$ cat src/rtl/guitar_effect.sv
// Avalon-MM distortion effect: a gain -> hard clip -> boost pipeline with
// saturation, triggered by the synchronized rising edge of the clk_500 strobe.
module guitar_effect #(
  parameter int CLIP_LEVEL = 8192,
  parameter int SAMPLE_W   = 16
) (
  input  logic        clk,
  input  logic        reset,
  input  logic        clk_500,
  input  logic [4:0]  avl_address,
  input  logic        avl_write,
  input  logic [31:0] avl_writedata,
  output logic [31:0] avl_readdata,
  output logic        avl_read
);

  localparam logic [4:0] ADDR_GAIN   = 5'd1;
  localparam logic [4:0] ADDR_BOOST  = 5'd2;
  localparam logic [4:0] ADDR_STATUS = 5'd3;
  localparam logic [4:0] ADDR_OUTPUT = 5'd5;
  localparam logic [4:0] ADDR_INPUT  = 5'd6;

  localparam int PROD_W  = SAMPLE_W + 9;
  localparam int BOOST_W = PROD_W + 9;
  localparam int EXT_W   = 32 - SAMPLE_W;

  localparam logic signed [PROD_W-1:0]  CLIP_POS = PROD_W'(CLIP_LEVEL);
  localparam logic signed [PROD_W-1:0]  CLIP_NEG = -CLIP_POS;
  localparam logic signed [BOOST_W-1:0] SAT_MAX  = BOOST_W'((1 << (SAMPLE_W - 1)) - 1);
  localparam logic signed [BOOST_W-1:0] SAT_MIN  = -SAT_MAX - BOOST_W'(1);

  // Control / data registers
  logic [7:0]                 gain_q, gain_d;
  logic [7:0]                 boost_q, boost_d;
  logic                       enable_q, enable_d;
  logic                       clipped_q, clipped_d;
  logic signed [SAMPLE_W-1:0] input_q, input_d;
  logic signed [SAMPLE_W-1:0] output_q, output_d;

  // Strobe synchronizer and pipeline
  logic                       sync1_q, sync2_q, sync3_q;
  logic                       tick;
  logic signed [SAMPLE_W-1:0] x_q, x1_q;
  logic                       v0_q, v1_q;
  logic signed [PROD_W-1:0]   p_q, p_d;
  logic                       read_q, read_d;

  // Datapath temporaries
  logic signed [PROD_W-1:0]   x_ext, gain_ext, clamped;
  logic signed [BOOST_W-1:0]  c_ext, boost_ext, boosted, saturated;
  logic                       over_clip;

  assign tick = sync2_q & ~sync3_q;

  // Stage 1: exact signed product; GAIN is zero-extended so it stays positive.
  always_comb begin
    x_ext    = PROD_W'(x_q);
    gain_ext = PROD_W'({1'b0, gain_q});
    p_d      = x_ext * gain_ext;
  end

  // Stage 2: clamp, boost, saturate to the sample range.
  always_comb begin
    // NOTE: every combinational output gets a default first so no path can infer a latch.
    clamped   = p_q;
    over_clip = 1'b0;
    if (p_q > CLIP_POS) begin
      clamped   = CLIP_POS;
      over_clip = 1'b1;
    end else if (p_q < CLIP_NEG) begin
      clamped   = CLIP_NEG;
      over_clip = 1'b1;
    end
    c_ext     = BOOST_W'(clamped);
    boost_ext = BOOST_W'({1'b0, boost_q});
    boosted   = c_ext * boost_ext;
    saturated = boosted;
    if (boosted > SAT_MAX) begin
      saturated = SAT_MAX;
    end else if (boosted < SAT_MIN) begin
      saturated = SAT_MIN;
    end
  end

  // Register file writes and pipeline result; a clip event in the same cycle
  // as a software clear wins so the event is never lost.
  always_comb begin
    gain_d    = gain_q;
    boost_d   = boost_q;
    enable_d  = enable_q;
    clipped_d = clipped_q;
    input_d   = input_q;
    output_d  = output_q;
    read_d    = v1_q;

    if (avl_write) begin
      unique case (avl_address)
        ADDR_GAIN:   gain_d  = avl_writedata[7:0];
        ADDR_BOOST:  boost_d = avl_writedata[7:0];
        ADDR_STATUS: begin
          enable_d = avl_writedata[0];
          if (avl_writedata[1]) clipped_d = 1'b0;
        end
        ADDR_INPUT:  input_d = avl_writedata[SAMPLE_W-1:0];
        default:     ;
      endcase
    end

    if (v1_q) begin
      if (enable_q) begin
        output_d = saturated[SAMPLE_W-1:0];
        if (over_clip) clipped_d = 1'b1;
      end else begin
        output_d = x1_q;
      end
    end
  end

  // NOTE: sequential state uses non-blocking assignments so every flop samples pre-edge values.
  always_ff @(posedge clk or negedge reset) begin
    if (!reset) begin
      gain_q    <= 8'd1;
      boost_q   <= 8'd1;
      enable_q  <= 1'b1;
      clipped_q <= 1'b0;
      input_q   <= '0;
      output_q  <= '0;
      sync1_q   <= 1'b0;
      sync2_q   <= 1'b0;
      sync3_q   <= 1'b0;
      x_q       <= '0;
      x1_q      <= '0;
      p_q       <= '0;
      v0_q      <= 1'b0;
      v1_q      <= 1'b0;
      read_q    <= 1'b0;
    end else begin
      gain_q    <= gain_d;
      boost_q   <= boost_d;
      enable_q  <= enable_d;
      clipped_q <= clipped_d;
      input_q   <= input_d;
      output_q  <= output_d;
      sync1_q   <= clk_500;
      sync2_q   <= sync1_q;
      sync3_q   <= sync2_q;
      if (tick) x_q <= input_q;
      v0_q      <= tick;
      p_q       <= p_d;
      x1_q      <= x_q;
      v1_q      <= v0_q;
      read_q    <= read_d;
    end
  end

  always_comb begin
    avl_readdata = '0;
    unique case (avl_address)
      ADDR_GAIN:   avl_readdata = {24'd0, gain_q};
      ADDR_BOOST:  avl_readdata = {24'd0, boost_q};
      ADDR_STATUS: avl_readdata = {30'd0, clipped_q, enable_q};
      ADDR_OUTPUT: avl_readdata = {{EXT_W{output_q[SAMPLE_W-1]}}, output_q};
      ADDR_INPUT:  avl_readdata = {{EXT_W{input_q[SAMPLE_W-1]}}, input_q};
      default:     avl_readdata = '0;
    endcase
  end

  assign avl_read = read_q;

endmodule

$ cat config.mk
export PLATFORM = sky130hd
export DESIGN_NAME = guitar_effect
export DESIGN_NICKNAME = d
export VERILOG_FILES = /design/src/rtl/guitar_effect.sv
export SDC_FILE = /design/constraint.sdc
export NUM_CORES = 1
export LEC_CHECK = 0
export ABC_CLOCK_PERIOD_IN_PS = 6700
export CORE_AREA = 2 2 207 209
export DETAILED_ROUTE_END_ITERATION = 10
export DIE_AREA = 0 0 209 211
export PLACE_DENSITY = 0.6
export SYNTH_ARGS = -nofsm -noshare
export SYNTH_HDL_FRONTEND = slang
export SYNTH_SLANG_ARGS = --single-unit
$ cat constraint.sdc
create_clock -name clk -period 6.7 [get_ports clk]
set_input_delay 0.67 -clock clk [delete_from_list [all_inputs] [get_ports clk]]
set_output_delay 0.67 -clock clk [all_outputs]
set_load 0.005 [all_outputs]
==> results of run 1 <==
metal layers:
metal / GRT usage [%] / up-vias / wire length, µm
met5: 0 / - / 0
met3: 1.86 / 47 / 1640
met1: 28.9 / 6535 / 20300
li1: - / 6041 / -
met4: 3.57 / 0 / 556
met2: 33.1 / 278 / 20500
sequential cells by signal (all words and copies together) (netlist names), 8 cells and up:
| signal | cells |
|---|---|
| input_q | 16 |
| x_q | 16 |
| boost_q | 8 |
| x1_q | 16 |
| output_q | 16 |
| gain_q | 8 |
| p_q | 25 |
through the flow:
step / power (mW) / utilization (%)
4_1_cts: 8.75 / 47.3
6_report: 9.16 / 48.6
3_5_place_dp: 7.55 / 44.9
3_3_place_gp: 7.44 / 44.9
5_1_grt: 10.1 / 48.6
2_1_floorplan: 5.36 / -
power by group through the flow:
stage	sequential [mW]	clock [mW]	combinational, mW
after floorplan	1.04	0	4.32
after CTS	1.19	0.860	6.71
after global routing	1.22	0.894	8.03
after detailed placement	1.19	0	6.36
final	1.19	0.850	7.12
after global placement	1.19	0	6.25
synth_stat cells (3+ instances only):
| master | instances |
|---|---|
| sky130_fd_sc_hd__nor4_1 | 9 |
| sky130_fd_sc_hd__o211ai_1 | 5 |
| sky130_fd_sc_hd__nor2_1 | 56 |
| sky130_fd_sc_hd__nor2b_1 | 20 |
| sky130_fd_sc_hd__nand2b_1 | 8 |
| sky130_fd_sc_hd__a31oi_1 | 7 |
| sky130_fd_sc_hd__xor2_1 | 11 |
| sky130_fd_sc_hd__nand4_1 | 10 |
| sky130_fd_sc_hd__buf_4 | 16 |
| sky130_fd_sc_hd__fa_1 | 258 |
| sky130_fd_sc_hd__ha_1 | 119 |
| sky130_fd_sc_hd__dfstp_2 | 3 |
| sky130_fd_sc_hd__nor3_1 | 17 |
| sky130_fd_sc_hd__nand3_1 | 14 |
| sky130_fd_sc_hd__and2_1 | 137 |
| sky130_fd_sc_hd__or2_2 | 7 |
| sky130_fd_sc_hd__o21ai_0 | 33 |
| sky130_fd_sc_hd__a211o_1 | 3 |
| sky130_fd_sc_hd__or3_1 | 13 |
| sky130_fd_sc_hd__a221oi_1 | 10 |
| sky130_fd_sc_hd__a21o_1 | 10 |
| sky130_fd_sc_hd__inv_1 | 359 |
| sky130_fd_sc_hd__a211oi_1 | 4 |
| sky130_fd_sc_hd__o21a_1 | 19 |
| sky130_fd_sc_hd__dfrtp_1 | 110 |
| sky130_fd_sc_hd__nor3b_1 | 5 |
| sky130_fd_sc_hd__a2111oi_0 | 3 |
| sky130_fd_sc_hd__xnor2_1 | 32 |
| sky130_fd_sc_hd__a221oi_2 | 4 |
| sky130_fd_sc_hd__mux2i_1 | 6 |
| sky130_fd_sc_hd__a21oi_1 | 52 |
| sky130_fd_sc_hd__and3_1 | 61 |
| sky130_fd_sc_hd__nand2_1 | 192 |
| sky130_fd_sc_hd__clkbuf_1 | 61 |
| sky130_fd_sc_hd__a22oi_1 | 16 |
| sky130_fd_sc_hd__mux2_2 | 54 |
| sky130_fd_sc_hd__buf_1 | 5 |
worst max-delay path, delay by kind of cell (launching register included):
kind                     cells  cell delay [ns]
AND/OR/NAND/NOR             11             2.34
AO/OA/AOI/OAI                5             1.26
flip-flops                   1             0.40
buffers and inverters        7             0.68
adder cells (fa/ha/maj)      6             2.30
cells by family after synthesis:
family,Yosys count,synth area share [%]
buffers and inverters,444,10.5
AOI/OAI and AO/OA,199,8.26
and+or+nand+nor,566,17.7
DFF,113,17.1
muxes,60,4.03
adders and majority gates,377,40.1
xor gates and xnor gates,43,2.27
cell type report:
cell class                      instances  area (µm²)
Timing Repair Buffer                  252        2160
Clock inverter                         11         118
Fill cell                            3913       21500
Sequential cell                       113        2830
Inverter                              359        1350
Clock buffer                           21         440
Tap cell                              539         674
Multi-Input combinational cell       1245       12700
worst max path at each step:
| stage | endpoint | slack (ns) |
|---|---|---|
| 2_1_floorplan | output_q[10] | 0.001 |
| 3_3_place_gp | output_q[0] | -0.65 |
| 3_5_place_dp | output_q[7] | -0.75 |
| 4_1_cts | output_q[0] | -0.31 |
| 5_1_grt | output_q[14] | -0.65 |
| 6_report | output_q[8] | -0.40 |
what timing repair did:
item	in CTS	in global routing
pin swaps	70	82
setup endpoints to repair	16	16
setup buffers	19	21
cloned	2	1
resized for setup	59	98
==> results.md, run 1 <==
* Total setup violations reported at the end of the flow at 16
* Start-to-end type of the worst setup path: flip-flop to flip-flop
* Port-buffer cells at 57
* Number of different library cells in the post-synthesis netlist at 77
* Cells after synthesis at 1,802
* Transition at the pin with the smallest max-transition slack at 1.16 ns
* Cell accounting for the most synthesized area: sky130_fd_sc_hd__fa_1
* Worst R2R End: output_q[8]
* Final design area excluding fillers at 20,300 µm²
* Cells on worst reg2reg path at 29
* Launching element type of the critical path: flip-flop
* Pins over their slew limit at 0
* Placement-stage cell area at 18,700 µm²
* Clk Latency, worst-skew pair at 0.41 ns
* Routed vias at 12,901
* Final global-route overflow total at 0
* Final GP Congestion at 0.865
* Initial DRC count at 788
* Combinational Power Share at 77.7%
* Full die area at 44,100 µm²
* Maximum number of pins on one net before global-route repair at 71
* CP max stage delay at 0.49 ns
* Nature of the critical path endpoint: flip-flop
* Count of flip-flops with a built-in enable after synthesis at 0
* Final Hold Slack at 0.246 ns
* Min-Delay Path Class: input pin to async pin
* Number of CTS-inserted buffers at 17
* Internal power at 4.70 mW
* Effective utilization at floorplan at 39.7%
* Number of antenna violations at the first check in global routing at 0
* Clock Skew at 0.0138 ns
* Most common cell after layout, fill and taps aside: sky130_fd_sc_hd__inv_1
* Commonest cells after routing, fill and taps aside: sky130_fd_sc_hd__inv_1 (349), sky130_fd_sc_hd__fa_1 (253), sky130_fd_sc_hd__buf_4 (172), sky130_fd_sc_hd__nand2_1 (170), sky130_fd_sc_hd__and2_1 (132)
* Dpl ws at -0.745 ns
* Top-Level Pins at 74
* Wire length of the first global-routing pass at 70.9 mm
* Sw Share at 48.7%
* Clock-pin slew of the registers on the worst-case setup and hold paths at 0.06 ns
* Leading post-synthesis cells by cell area: sky130_fd_sc_hd__fa_1 (31%), sky130_fd_sc_hd__dfrtp_1 (17%), sky130_fd_sc_hd__ha_1 (9.0%)
* Fraction of final layout cells with drive strength greater than 1 at 21.4%
* Power share of the sequential group at 13.0%
* Clk buf depth at 2
* Hold bufs inserted after CTS at 0
* Pwr dens at 451 nW/µm²
* Count of non-filler cells in the finished layout at 2,540
* Number of global-route vias before repair at 13,596
* Worst Slack Setup Final at -0.395 ns
* Static leakage at 10.4 nW
* Violated checks: setup timing
* Clock Root Buffer: sky130_fd_sc_hd__clkbuf_16
* Antenna diodes at 0
* Count of nets left with antenna violations after detail routing at 0
* Max_slew headroom at 22.2%
* Crit path top cell by count: sky130_fd_sc_hd__fa_1
* Post-detailed-route wirelength per cell at 16.9 µm
* CP max-delay cell: sky130_fd_sc_hd__fa_1
* Clock group share of total power at 9.3%
* Area growth from synthesis to layout at 22.5%
* Nets at 2,406
* Number of vias per cell after detailed routing at 5.08
* Number of core rows at 75
* Data required time of the critical path at 7.00 ns
* Number of H-tree levels at 4
* Start of the worst register-to-register path: p_q[19]
* Final-layout setup total negative slack at -5.75 ns
* Cell Area, Synth at 16,600 µm²
* Unrepaired setup endpoints after global routing: true
* Clock tree from TritonCTS: yes
* Crit share post-route at 106%
* Post-detailed-routing wire length at 43.0 mm
* Count of max-cap constraint violations at 0
* Die extent in x at 209 µm
* Status: complete, but fails checks
* Startpoint of the most critical setup path: p_q[19]
* Max Fclk at 141 MHz
* Count of final hold-check violations at 0
* Y dimension of the die at 211 µm
* YS warnings at 0
* Worst-path fanout max at 8
* Register bit count reported by yosys at 113
* Register area share after synthesis at 17.1%
* Data arrival, critical path at 7.40 ns
* First-pass iteration count of the detailed router at 5
* Async SR Flop Fraction at 100%
* Avg Synthesized Cell Area at 9.20 µm²
* R2r setup slk at -0.40 ns
* Number of clock sinks seen by CTS at 113
* Predominant post-synthesis flop cell: sky130_fd_sc_hd__dfrtp_1
* NetSw at 4.46 mW
* Number of remaining DRC errors at 0
* Global-route usage over all layers at 20.0%
* Fraction of synthesized cell area taken by the top area cell type at 31.2%
* Peak ir drop on the vdd network at 0.242 mV
* Core outline area at 41,800 µm²
* Detailed-placement wirelength estimate at 34.4 mm
* Number of nets produced by synthesis at 2,220
* Post-Place Cells at 2,470
* Minimum clock period at 7.10 ns
Power figures use the tool's default switching activity.
==> inputs of run 2 (changes only) <==
- CORE_AREA: 2 2 207 209 -> 2 2 157 235
- DIE_AREA: 0 0 209 211 -> 0 0 159 237
- GPL_ROUTABILITY_DRIVEN: not set -> 0
- PLACE_DENSITY: 0.6 -> 0.68
==> results.md, run 2 (synthesis results as in run 1) <==
* Total power draw at 9.60 mW (+4.8%)
* Die extent in x at 159 µm (-24%)
* Number of clock sinks seen by CTS at 113 (unchanged)
* Nets at 2,436 (+1.2%)
* Y dimension of the die at 237 µm (+12%)
* Unrepaired setup endpoints after global routing: true
* Commonest cells after routing, fill and taps aside: sky130_fd_sc_hd__inv_1 (354), sky130_fd_sc_hd__fa_1 (257), sky130_fd_sc_hd__buf_4 (194), sky130_fd_sc_hd__nand2_1 (171), sky130_fd_sc_hd__and2_1 (133)
* Status: complete, but fails checks
* Clock tree from TritonCTS: yes
* Pwr dens at 465 nW/µm² (+3.1%)
* Full die area at 37,700 µm² (-15%)
* Wire length of the first global-routing pass at 73.5 mm (+3.7%)
* Number of flip-flops under the largest register name at 25 (unchanged)
* Clk buf depth at 2 (unchanged)
* First-pass iteration count of the detailed router at 7 (+2)
* Max_slew headroom at 26.5% (+4.4 points)
* Number of core rows at 85 (+13%)
* Min-Delay Path Class: input pin to async pin
* Data required time of the critical path at 7.03 ns (+0.03 ns)
* Maximum number of pins on one net before global-route repair at 84 (+18%)
* Pins over their slew limit at 0 (unchanged)
* Max Fclk at 140 MHz (-0.59%)
* CP max-delay cell: sky130_fd_sc_hd__fa_1
* Crit share post-route at 107% (+0.62 points)
* Launching element type of the critical path: flip-flop
* Worst-path fanout max at 7 (-1)
* Number of H-tree levels at 4 (unchanged)
* Hold bufs inserted after CTS at 0 (unchanged)
* Violated checks: setup timing
* Data arrival, critical path at 7.47 ns (+0.07 ns)
* Count of max-cap constraint violations at 0 (unchanged)
* Most common cell after layout, fill and taps aside: sky130_fd_sc_hd__inv_1
* Port-buffer cells at 57 (unchanged)
* Top-Level Pins at 74 (unchanged)
* Number of remaining DRC errors at 0 (unchanged)
* Detailed-placement wirelength estimate at 36.0 mm (+4.8%)
* Number of vias per cell after detailed routing at 5.34 (+5.2%)
* Number of global-route vias before repair at 14,808 (+8.9%)
* Number of inserted filler cells in the final layout at 3,056 (-22%)
* Most flop-heavy register: p_q
* Clk Latency, worst-skew pair at 0.42 ns (about the same)
* Nature of the critical path endpoint: flip-flop
* Count of final hold-check violations at 0 (unchanged)
* Transition at the pin with the smallest max-transition slack at 1.10 ns (-0.0651 ns)
* Peak ir drop on the vdd network at 0.271 mV (+12%)
* Clock-pin slew of the registers on the worst-case setup and hold paths at 0.06 ns (about the same)
* Antenna diodes at 0 (unchanged)
* Final-layout setup total negative slack at -6.26 ns (-0.504 ns)
* Number of antenna violations at the first check in global routing at 0 (unchanged)
* Fraction of final layout cells with drive strength greater than 1 at 22.1% (+0.62 points)
* Initial DRC count at 789 (+0.13%)
* CP max stage delay at 0.55 ns (+0.06 ns)
* Post-detailed-route wirelength per cell at 18.0 µm (+6.4%)
* Start-to-end type of the worst setup path: flip-flop to flip-flop
* Routed vias at 13,406 (+3.9%)
* Minimum clock period at 7.14 ns (+0.0419 ns)
* Number of CTS-inserted buffers at 17 (unchanged)
* Area growth from synthesis to layout at 24.5%
* Global-route usage over all layers at 24.6% (+4.6 points)
* Static leakage at 10.7 nW (+2.5%)
* Effective utilization at floorplan at 46.4% (+6.7 points)
* Clock Skew at 0.0106 ns (-0.00315 ns)
* Post-detailed-routing wire length at 45.2 mm (+5.1%)
* Core outline area at 35,700 µm² (-14%)
* Final global-route overflow total at 0 (unchanged)
* Total setup violations reported at the end of the flow at 16 (unchanged)
* Clock Root Buffer: sky130_fd_sc_hd__clkbuf_16
* Count of nets left with antenna violations after detail routing at 0 (unchanged)
* Worst Slack Setup Final at -0.437 ns (-0.0419 ns)
run 2: cell types whose count changed in the layout (fill, tap and decap cells not counted), moves of 3 or more:
cell / previous run / this run
sky130_fd_sc_hd__buf_4: 172 / 194
sky130_fd_sc_hd__buf_12: 3 / 11
sky130_fd_sc_hd__a21oi_1: 41 / 36
sky130_fd_sc_hd__and3_1: 55 / 60
sky130_fd_sc_hd__and3_4: 7 / 2
sky130_fd_sc_hd__inv_1: 349 / 354
sky130_fd_sc_hd__inv_2: 10 / 5
sky130_fd_sc_hd__a21oi_2: 10 / 14
sky130_fd_sc_hd__fa_1: 253 / 257
sky130_fd_sc_hd__fa_2: 5 / 1
sky130_fd_sc_hd__clkbuf_1: 4 / 1
sky130_fd_sc_hd__ha_1: 101 / 104
run 2: stage by stage:
stage	hold WS [ns]	cell area [µm²]	util, %	setup slack (ns)	instances
6_report	0.173	20600	57.7	-0.437	2509
5_1_grt	0.196	20600	57.7	-0.765	2509
4_1_cts	0.169	20500	57.3	-0.289	2503
3_5_place_dp	0.346	19100	53.4	-0.968	2450
3_3_place_gp	0.332	19100	53.4	-0.832	2450
2_1_floorplan	0.331	16700	-	0.00106	1802
run 2: area by class of cell:
class                      count  area (µm²)  share of cell area (%)
timing repair buffer         282        2520                    12.2
inverter                     359        1350                    6.53
multi-input combinational   1245       12700                    61.6
clock inverter                13         183                   0.885
tap                          478         598                    2.90
clock buffer                  19         443                    2.15
sequential                   113        2830                    13.7
run 2: path summary, 6_finish.rpt:
| check | cells past startpoint | start | endpoint | slack, ns |
|---|---|---|---|---|
| worst max-delay path | 28 | p_q[0] | output_q[13] | -0.44 |
| worst min-delay path | 1 | reset | boost_q[5] | 0.17 |
| worst max register to register | 28 | p_q[0] | output_q[13] | -0.44 |
| worst min register to register | 0 | sync1_q | sync2_q | 0.35 |
| max in group asynchronous | 2 | reset | p_q[20] | 5.15 |
| min in group clk | 0 | sync1_q | sync2_q | 0.35 |
run 2: worst max-delay path, delay by kind of cell, from the launching register on:
kind | cells | cell delay (ns)
adder cells (fa/ha/maj) | 5 | 2.14
buffers and inverters | 5 | 0.68
AO/OA/AOI/OAI | 8 | 2.21
AND/OR/NAND/NOR | 10 | 1.62
flip-flops | 1 | 0.40
run 2: layer usage:
layer	GRT usage [%]	vias up	routed length, µm
met1	25.9	6768	16500
met3	2.79	156	1460
met4	13.6	0	2650
met2	47.2	386	24600
met5	0	-	0
li1	-	6096	-
run 2: where the power goes:
group	switching (mW)	leakage, nW	internal (mW)
clock	0.324	0.307	0.631
combinational	4.01	8.95	3.46
sequential	0.271	1.40	0.901
total	4.61	10.7	4.99
run 2: timing repair:
item / in CTS / in global routing
resized for setup: 123 / 26
pin swaps: 103 / 19
setup buffers: 22 / 6
cloned: 3 / 0
endpoints found under the setup margin: 16 / 16
==> inputs of run 3 (changes only) <==
- CAP_MARGIN: not set -> 5
==> results of run 3 <==
Final layout, timing and power as in run 2 (identical DEF).
